## config.mk

```make
export PLATFORM = sky130hd
export DESIGN_NAME = pipe_ctrl
export DESIGN_NICKNAME = d
export VERILOG_FILES = /design/src/rtl/pipe_ctrl.sv
export SDC_FILE = /design/constraint.sdc
export NUM_CORES = 1
export LEC_CHECK = 0
export ABC_AREA = 0
export CAP_MARGIN = 20
export CORE_MARGIN = 2
export CORE_UTILIZATION = 55
export CTS_CLUSTER_SIZE = 12
export DETAILED_ROUTE_END_ITERATION = 10
export DONT_BUFFER_PORTS = 1
export GPL_ROUTABILITY_DRIVEN = 0
export PLACE_DENSITY = 0.77
export SETUP_SLACK_MARGIN = 0.1
export SYNTH_ARGS = -nofsm -noshare
export SYNTH_HDL_FRONTEND = slang
export SYNTH_SLANG_ARGS = --single-unit
```

## constraint.sdc

```tcl
create_clock -name clk -period 4 [get_ports clk]
set_input_delay 0.8 -clock clk [delete_from_list [all_inputs] [get_ports clk]]
set_output_delay 0.8 -clock clk [all_outputs]
set_load 0.005 [all_outputs]
```

## src/rtl/pipe_ctrl.sv

```systemverilog
`default_nettype none
// ============================================================================
// Module  : pipe_ctrl
// Purpose : Pipeline sequencing controller for a 3-stage RV32I core
//           (IF / ID / EX). Drives PC, if_id and id_ex hold/flush controls.
//           Owns the data-RAM read handshake for loads decoded in ID, and
//           resolves load-use hazards, slow RAM reads and EX redirects.
//           Also keeps a saturating stall-cycle counter.
// Ports   :
//   clk, rst                 clock, asynchronous active-low reset
//   id_mem_rd_req_i/addr_i   load request and address from ID
//   id_rd/rs1/rs2_addr_i     register indices of the ID instruction
//   mem_rd_ready_i           RAM read data valid
//   jump_en_i/jump_addr_i    EX redirect request and target
//   mem_rd_req_o/addr_o      read request to RAM
//   hold_*_o, flush_*_o      pipeline register controls
//   jump_en_o/jump_addr_o    PC redirect
//   ld_timeout_o             one-cycle pulse when a stuck load is aborted
//   stall_cnt_o              saturating count of cycles with hold_pc_o=1
// Revision: 1.0 - initial release
// ============================================================================
module pipe_ctrl #(
  parameter int TIMEOUT = 16,
  parameter int CNT_W   = 32
) (
  input  logic             clk,
  input  logic             rst,
  input  logic             id_mem_rd_req_i,
  input  logic [31:0]      id_mem_rd_addr_i,
  input  logic [4:0]       id_rd_addr_i,
  input  logic [4:0]       id_rs1_addr_i,
  input  logic [4:0]       id_rs2_addr_i,
  input  logic             mem_rd_ready_i,
  input  logic             jump_en_i,
  input  logic [31:0]      jump_addr_i,
  output logic             mem_rd_req_o,
  output logic [31:0]      mem_rd_addr_o,
  output logic             hold_pc_o,
  output logic             hold_if_id_o,
  output logic             hold_id_ex_o,
  output logic             flush_if_id_o,
  output logic             flush_id_ex_o,
  output logic             jump_en_o,
  output logic [31:0]      jump_addr_o,
  output logic             ld_timeout_o,
  output logic [CNT_W-1:0] stall_cnt_o
);

  localparam int c_WAIT_W = $clog2(TIMEOUT + 1);

  typedef enum logic [1:0] {
    RUN     = 2'd0,
    LD_WAIT = 2'd1,
    LD_USE  = 2'd2
  } state_t;

  state_t              r_state, w_state_nxt;
  logic [4:0]          r_ld_rd, w_ld_rd_nxt;
  logic [4:0]          r_rd, w_rd_nxt;
  logic [31:0]         r_addr, w_addr_nxt;
  logic [c_WAIT_W-1:0] r_wait_cnt, w_wait_nxt;
  logic [CNT_W-1:0]    r_stall_cnt;

  logic        w_req, w_hold_pc, w_hold_if_id, w_hold_id_ex;
  logic        w_flush_if_id, w_flush_id_ex, w_jump_en, w_timeout;
  logic [31:0] w_maddr, w_jaddr;
  logic        w_take_load;
  logic        w_hit;

  assign w_hit = (r_ld_rd != 5'd0) &&
                 ((id_rs1_addr_i == r_ld_rd) || (id_rs2_addr_i == r_ld_rd));

  always_comb begin
    w_req         = 1'b0;
    w_maddr       = 32'd0;
    w_hold_pc     = 1'b0;
    w_hold_if_id  = 1'b0;
    w_hold_id_ex  = 1'b0;
    w_flush_if_id = 1'b0;
    w_flush_id_ex = 1'b0;
    w_jump_en     = 1'b0;
    w_jaddr       = 32'd0;
    w_timeout     = 1'b0;
    w_take_load   = 1'b0;
    w_state_nxt   = r_state;
    w_ld_rd_nxt   = r_ld_rd;
    w_rd_nxt      = r_rd;
    w_addr_nxt    = r_addr;
    w_wait_nxt    = r_wait_cnt;

    if (jump_en_i) begin
      // Redirect cancels any pending load or bubble.
      w_jump_en     = 1'b1;
      w_jaddr       = jump_addr_i;
      w_flush_if_id = 1'b1;
      w_flush_id_ex = 1'b1;
      w_state_nxt   = RUN;
      w_ld_rd_nxt   = 5'd0;
      w_wait_nxt    = '0;
    end else begin
      case (r_state)
        RUN: begin
          w_take_load = id_mem_rd_req_i;
        end
        LD_WAIT: begin
          // Address comes from the latched copy so it stays stable even
          // if ID presents something else while held.
          w_req   = 1'b1;
          w_maddr = r_addr;
          if (mem_rd_ready_i) begin
            w_ld_rd_nxt = r_rd;
            w_state_nxt = (r_rd != 5'd0) ? LD_USE : RUN;
            w_wait_nxt  = '0;
          end else if (r_wait_cnt == c_WAIT_W'(TIMEOUT)) begin
            w_timeout     = 1'b1;
            w_flush_id_ex = 1'b1;
            w_state_nxt   = RUN;
            w_wait_nxt    = '0;
          end else begin
            w_hold_pc    = 1'b1;
            w_hold_if_id = 1'b1;
            w_hold_id_ex = 1'b1;
            w_wait_nxt   = r_wait_cnt + c_WAIT_W'(1);
          end
        end
        LD_USE: begin
          w_state_nxt = RUN;
          w_ld_rd_nxt = 5'd0;
          if (w_hit) begin
            // One bubble; a load sitting in ID is re-presented next cycle.
            w_hold_pc     = 1'b1;
            w_hold_if_id  = 1'b1;
            w_flush_id_ex = 1'b1;
          end else begin
            w_take_load = id_mem_rd_req_i;
          end
        end
        default: begin
          w_state_nxt = RUN;
          w_ld_rd_nxt = 5'd0;
        end
      endcase

      if (w_take_load) begin
        w_req   = 1'b1;
        w_maddr = id_mem_rd_addr_i;
        if (mem_rd_ready_i) begin
          w_ld_rd_nxt = id_rd_addr_i;
          w_state_nxt = (id_rd_addr_i != 5'd0) ? LD_USE : RUN;
        end else begin
          w_hold_pc    = 1'b1;
          w_hold_if_id = 1'b1;
          w_hold_id_ex = 1'b1;
          w_addr_nxt   = id_mem_rd_addr_i;
          w_rd_nxt     = id_rd_addr_i;
          w_wait_nxt   = c_WAIT_W'(1);
          w_state_nxt  = LD_WAIT;
        end
      end
    end
  end

  always_ff @(posedge clk or negedge rst) begin
    if (!rst) begin
      r_state     <= RUN;
      r_ld_rd     <= 5'd0;
      r_rd        <= 5'd0;
      r_addr      <= 32'd0;
      r_wait_cnt  <= '0;
      r_stall_cnt <= '0;
    end else begin
      r_state    <= w_state_nxt;
      r_ld_rd    <= w_ld_rd_nxt;
      r_rd       <= w_rd_nxt;
      r_addr     <= w_addr_nxt;
      r_wait_cnt <= w_wait_nxt;
      if (w_hold_pc && (r_stall_cnt != {CNT_W{1'b1}})) begin
        r_stall_cnt <= r_stall_cnt + CNT_W'(1);
      end
    end
  end

  // Outputs are forced low while reset is asserted, whatever the inputs do.
  assign mem_rd_req_o  = rst & w_req;
  assign mem_rd_addr_o = rst ? w_maddr : 32'd0;
  assign hold_pc_o     = rst & w_hold_pc;
  assign hold_if_id_o  = rst & w_hold_if_id;
  assign hold_id_ex_o  = rst & w_hold_id_ex;
  assign flush_if_id_o = rst & w_flush_if_id;
  assign flush_id_ex_o = rst & w_flush_id_ex;
  assign jump_en_o     = rst & w_jump_en;
  assign jump_addr_o   = rst ? w_jaddr : 32'd0;
  assign ld_timeout_o  = rst & w_timeout;
  assign stall_cnt_o   = r_stall_cnt;

endmodule
`default_nettype wire
```

### Word level (Yosys, flattened, before mapping)

Index checks and enable logic that the tools add are counted.

* $add $sub $neg: 2
* equality and inequality tests: 8
* multiplexer cells: 49
* bitwise logic cells: 8
* reductions and logical operators: 9

Operators by type and width (count)
* $mux 32: 6
* $mux 5: 10
* $add 32x1->32 const B: 1
* $ne 32x32->1 const B: 1
* $mux 1: 21
* $reduce_bool 5->1: 3
* $mux 2: 7
* $eq 5x5->1: 2
* $pmux 5 s2: 1
* $and 1x1->1: 6
* $pmux 1 s2: 3
* $add 5x1->5 const B: 1
* $eq 5x5->1 const B: 1
* $ne 5x5->1 const B: 1
* $pmux 2 s2: 1
* $ne 3x3->1 const B: 1
* $reduce_and 3->1: 1
* $eq 2x1->1 const B: 1
* $eq 2x2->1 const B: 1
* $logic_and 1x1->1: 2
* $logic_not 2->1: 1
* $not 1->1: 2
* $reduce_and 2->1: 1
* $logic_or 1x1->1: 1

* register bits after elaboration: 81
* input bits: 84
* output and inout bits: 104
* word-level logic and storage cells: 82

### Depth between registers and ports, before layout

* word-level depth: 9
* mapped depth: 11

### Worst setup path before layout

No wires, ideal clock.

* kind: input to output
* start: input id_rs1_addr_i[3]
* end: output mem_rd_addr_o[22]
* arrival time: 2.326 ns
* data required time: 3.200 ns
* setup slack: 0.874 ns
* cell stages on the path: 9
* path buffers: 2
* cells stage by stage: xor2_1 -> nor3_2 -> a32oi_1 -> o21ai_0 -> a21bo_2 -> buf_2 -> buf_2 -> nand3_1 -> a21oi_1

* longest elaborated chain between the ends: 9

RTL lines
* start: declaration: RTL line 31 `input logic [4:0] id_rs1_addr_i,`
* $eq 5x5->1: RTL line 71 `((id_rs1_addr_i == r_ld_rd) || (id_rs2_addr_i == r_ld_rd));`
* $logic_or 1x1->1: RTL line 71
* $logic_and 1x1->1: RTL line 70 `assign w_hit = (r_ld_rd != 5'd0) &&`
* $mux 1: RTL line 129 `if (w_hit) begin`
* $pmux 1 s2: RTL line 101 `case (r_state)`
* $mux 1: RTL line 91 `if (jump_en_i) begin`
* $mux 32: RTL line 144 `if (w_take_load) begin`
* $mux 32: RTL line 91
* $mux 32: RTL line 185 `assign mem_rd_addr_o = rst ? w_maddr : 32'd0;`
* end: declaration: RTL line 37 `output logic [31:0] mem_rd_addr_o,`

No other way between the ends. The select of a mux whose other input is x is not followed.

### Worst setup path after layout

* start: register r_ld_rd[1]
* end: output mem_rd_addr_o[9]

* longest elaborated chain between the ends: 9
* elaborated cells on any way between the ends: 11
* those cells by class: 2 x eq/ne; 6 x mux; 3 x reduce/logical

RTL lines
* start: declaration: RTL line 58 `logic [4:0] r_ld_rd, w_ld_rd_nxt;`
* start signal: assignment: RTL line 173 `r_ld_rd <= w_ld_rd_nxt;`
* $eq 5x5->1: RTL line 71
* $logic_or 1x1->1: RTL line 71
* $logic_and 1x1->1 (*): RTL line 70
* $mux 1 (*): RTL line 129
* $pmux 1 s2 (*): RTL line 101
* $mux 1 (*): RTL line 91
* $mux 32 (*): RTL line 144
* $mux 32 (*): RTL line 91
* $mux 32 (*): RTL line 185

Every way passes the cells marked *; elsewhere a longest branch is shown, timed or not. The select of a mux whose other input is x is not followed.

==> results.md <==
- Commonest non-fill, non-tap cells in the layout: dfrtp_1 (81), nand2_1 (56), nand3_1 (45)
- Post-Syn Area per Cell: 9.67 um2
- H-tree depth: 3
- Simple-Gate Fraction of Synth Area: 25.5%
- XOR/XNOR share of the synthesized area: 7.29%
- # DRC: 0
- Kind of start point of the critical path: flop
- Flop pwr share: 50.1%
- HP Class: in2async
- Fin util: 59.2%
- Drt pass-1 iters: 7
- Register area share after synthesis: 42.2%
- Async set or reset register ratio after synthesis: 100%
- Worst hold margin: 140 ps
- Vias: 3,734
- Vias/cell: 6.31
- Share of cells above drive strength 1: 17.6%
- Lkg Pwr: 2.27 nW
- Relative slew slack: 59.4%
- Synthesized net count: 587
- Largest family of logic cells by synthesized area: simple AND/OR/NAND/NOR gates
- Max clock buf depth: 2
- Pwr Density: 414 nW/um2
- Area after DPL: 4820 um2
- Fmax: 0.290 GHz
- Post-route cell area: 5080 um2
- Crit path time final: 3450 ps
- Crit path capture type: output pin
- Die Span X: 97.5 um
- Overall routing resource usage: 23.2%
- Initial Util: 55.9%
- EDFF count, synth: 0
- Internal: 1.54 mW
- Root Driver: clkbuf_8
- Worst-path maximum fanout: 44
- Worst Path Required: 3200 ps
- Peak VDD IR: 0.000221 V
- #FFs+latches synth: 81
- CTS sink count: 81
- Post CTS Setup Buffer Count: 0
- PnR worst setup slack: 550 ps
- Cell area after synthesis: 4810 um2
- Initial DRC Count: 213
- Outcome: complete, no violations
- First-pass GRT wire length: 18,100 um
- Clk pwr share: 33.8%
- Most common cell after layout, fill and taps aside: dfrtp_1
- Synth warnings: 0
- Port Buffers: 0
- I/O pin count: 188
- Setup Crit Path Kind: reg2out
- Clock Skew: 12.5 ps
- DIE HEIGHT: 97.5 um
- Setup violators final: 0
- CTS clock-pin slew for the worst setup and hold paths: 90 ps
- Vias in the first global route: 3,586
- Switching Fraction: 26.9%
- Worst path arrival time: 2650 ps
- Std-Cell Rows: 34
- Area grow syn2layout: 5.75%
- HPWL after detailed placement: 7810 um
- Latest clock arrival within the worst-skew pair: 340 ps
- Cells after Synth: 497
- Worst-margin pin slew: 609 ps
- Drt total wl: 11,100 um
- Initial antenna violation count: 1
- Ys flop type: dfrtp_1
- Largest net degree at the start of global routing: 118
- DRT antenna net count: 0
- Wirelength per Cell: 18.8 um
- Quantity of hold-fixing buffers added after cts: 0
- TritonCTS Buffers: 9
- Placement Setup Slack: 662 ps
- Total grt overflow: 0
- Logic pwr share: 16.1%
- Number of max-cap violations: 0
- CTS tree: done
- RSZ-0062 raised after global routing: false
- Die footprint: 9500 um2
- Fill cells: 733
- Adder-Cell Fraction of Synth Area: 1.56%
- Tcrit/Tclk final: 86.2%
- Placeable Area: 8590 um2
- PostCTS Resize Cnt: 0
- Setup TNS: 0 ps
- Max Transition Viols Final: 0
- Mux cell area share after synthesis: 10.0%
- Switch Pwr: 0.565 mW
- Compound-cell area share of the yosys netlist: 8.25%
- Final #Nets: 568
- Final Hold Fails: 0
- Synth unique cells: 50
## per-layer routing
layer	routed length, um	up-vias	part of all wire [%]	global-route usage, %
li1	-	1724	-	-
met1	4540	1829	41	28.6
met2	5600	163	50	39.8
met3	763	18	6.9	6.47
met4	195	0	1.8	6.73
met5	0	-	0	0
## final timing paths
| path | endpoint | slack (ps) | from | cells after the start |
|---|---|---|---|---|
| worst max-delay path | mem_rd_addr_o[9] | 550 | r_ld_rd[1] | 8 |
| worst min-delay path | r_addr[18] | 140 | rst | 0 |
| worst max register to register | stall_cnt_o[16] | 1080 | stall_cnt_o[0] | 8 |
| worst min register to register | r_addr[12] | 510 | r_addr[12] | 1 |
| max in group asynchronous | r_ld_rd[2] | 3680 | rst | 0 |
| min in group clk | r_addr[12] | 510 | r_addr[12] | 1 |
## cells by family after synthesis
kind of cell,after synthesis
and+or+nand+nor,216
DFF,81
AOI/OAI and AO/OA,61
buffers and inverters,50
muxes,43
xor gates and xnor gates,40
adders and majority gates,6
## state kept, by name (all words and copies together), names as in the netlist
name         cells
r_state          2
r_ld_rd          5
r_rd             5
r_addr          32
stall_cnt_o     32
r_wait_cnt       5
## Yosys cell counts (2+ instances only)
library cell	instances	area, um2
inv_1	10	37.5
nor2_1	16	60.1
nor3_1	16	80.1
clkbuf_1	19	71.3
or3_1	2	12.5
nor3b_1	5	37.5
buf_4	6	45.0
xor2_1	37	324
ha_1	6	75.1
a21oi_1	32	160
nand2b_1	3	18.8
and2_1	4	25.0
or4_1	3	22.5
dfrtp_1	81	2030
nand2_1	56	210
nor4_4	2	42.5
buf_1	3	11.3
and4_1	2	17.5
xnor2_1	3	26.3
and3_1	42	263
nand4_1	4	25.0
buf_2	9	45.0
o21ai_0	5	25.0
a311oi_1	4	35.0
buf_6	2	22.5
nand3_1	45	225
mux2_2	42	473
o211ai_1	3	22.5
a222oi_1	5	50.1
nor4_2	9	113
nor2b_1	2	12.5
## critical path: stages, from the launching register on
cell and delay (ps):
dfrtp_1 430, or4_1 550, nor2_2 160, o21ai_0 120
buf_4 170, a21boi_4 130, buf_4 390, nand2_1 100
a21oi_1 230
## through the flow
step / std cells / total power [mW]
6_report: 592 / 2.11
5_1_grt: 592 / 2.22
4_1_cts: 590 / 2.12
3_5_place_dp: 574 / 1.41
3_3_place_gp: 574 / 1.39
2_1_floorplan: 497 / 1.34
## final cells by class
type	count	area, um2	area share, %
Multi-Input combinational cell	366	2550	50.2
Sequential cell	81	2030	39.9
Tap cell	108	135	2.66
Clock buffer	11	131	2.58
Clock inverter	5	104	2.04
Timing Repair Buffer	10	95.1	1.87
Inverter	10	37.5	0.738
Antenna cell	1	2.50	0.0492
## power by group through the flow
stage          Sequential, mW  Combinational (mW)  Clock (mW)
6_report                 1.05               0.339       0.711
5_1_grt                  1.07               0.378       0.765
4_1_cts                  1.05               0.339       0.726
2_1_floorplan            1.04               0.299           0
3_3_place_gp             1.06               0.323           0
3_5_place_dp             1.07               0.339           0
Power figures use the tool's default switching activity.
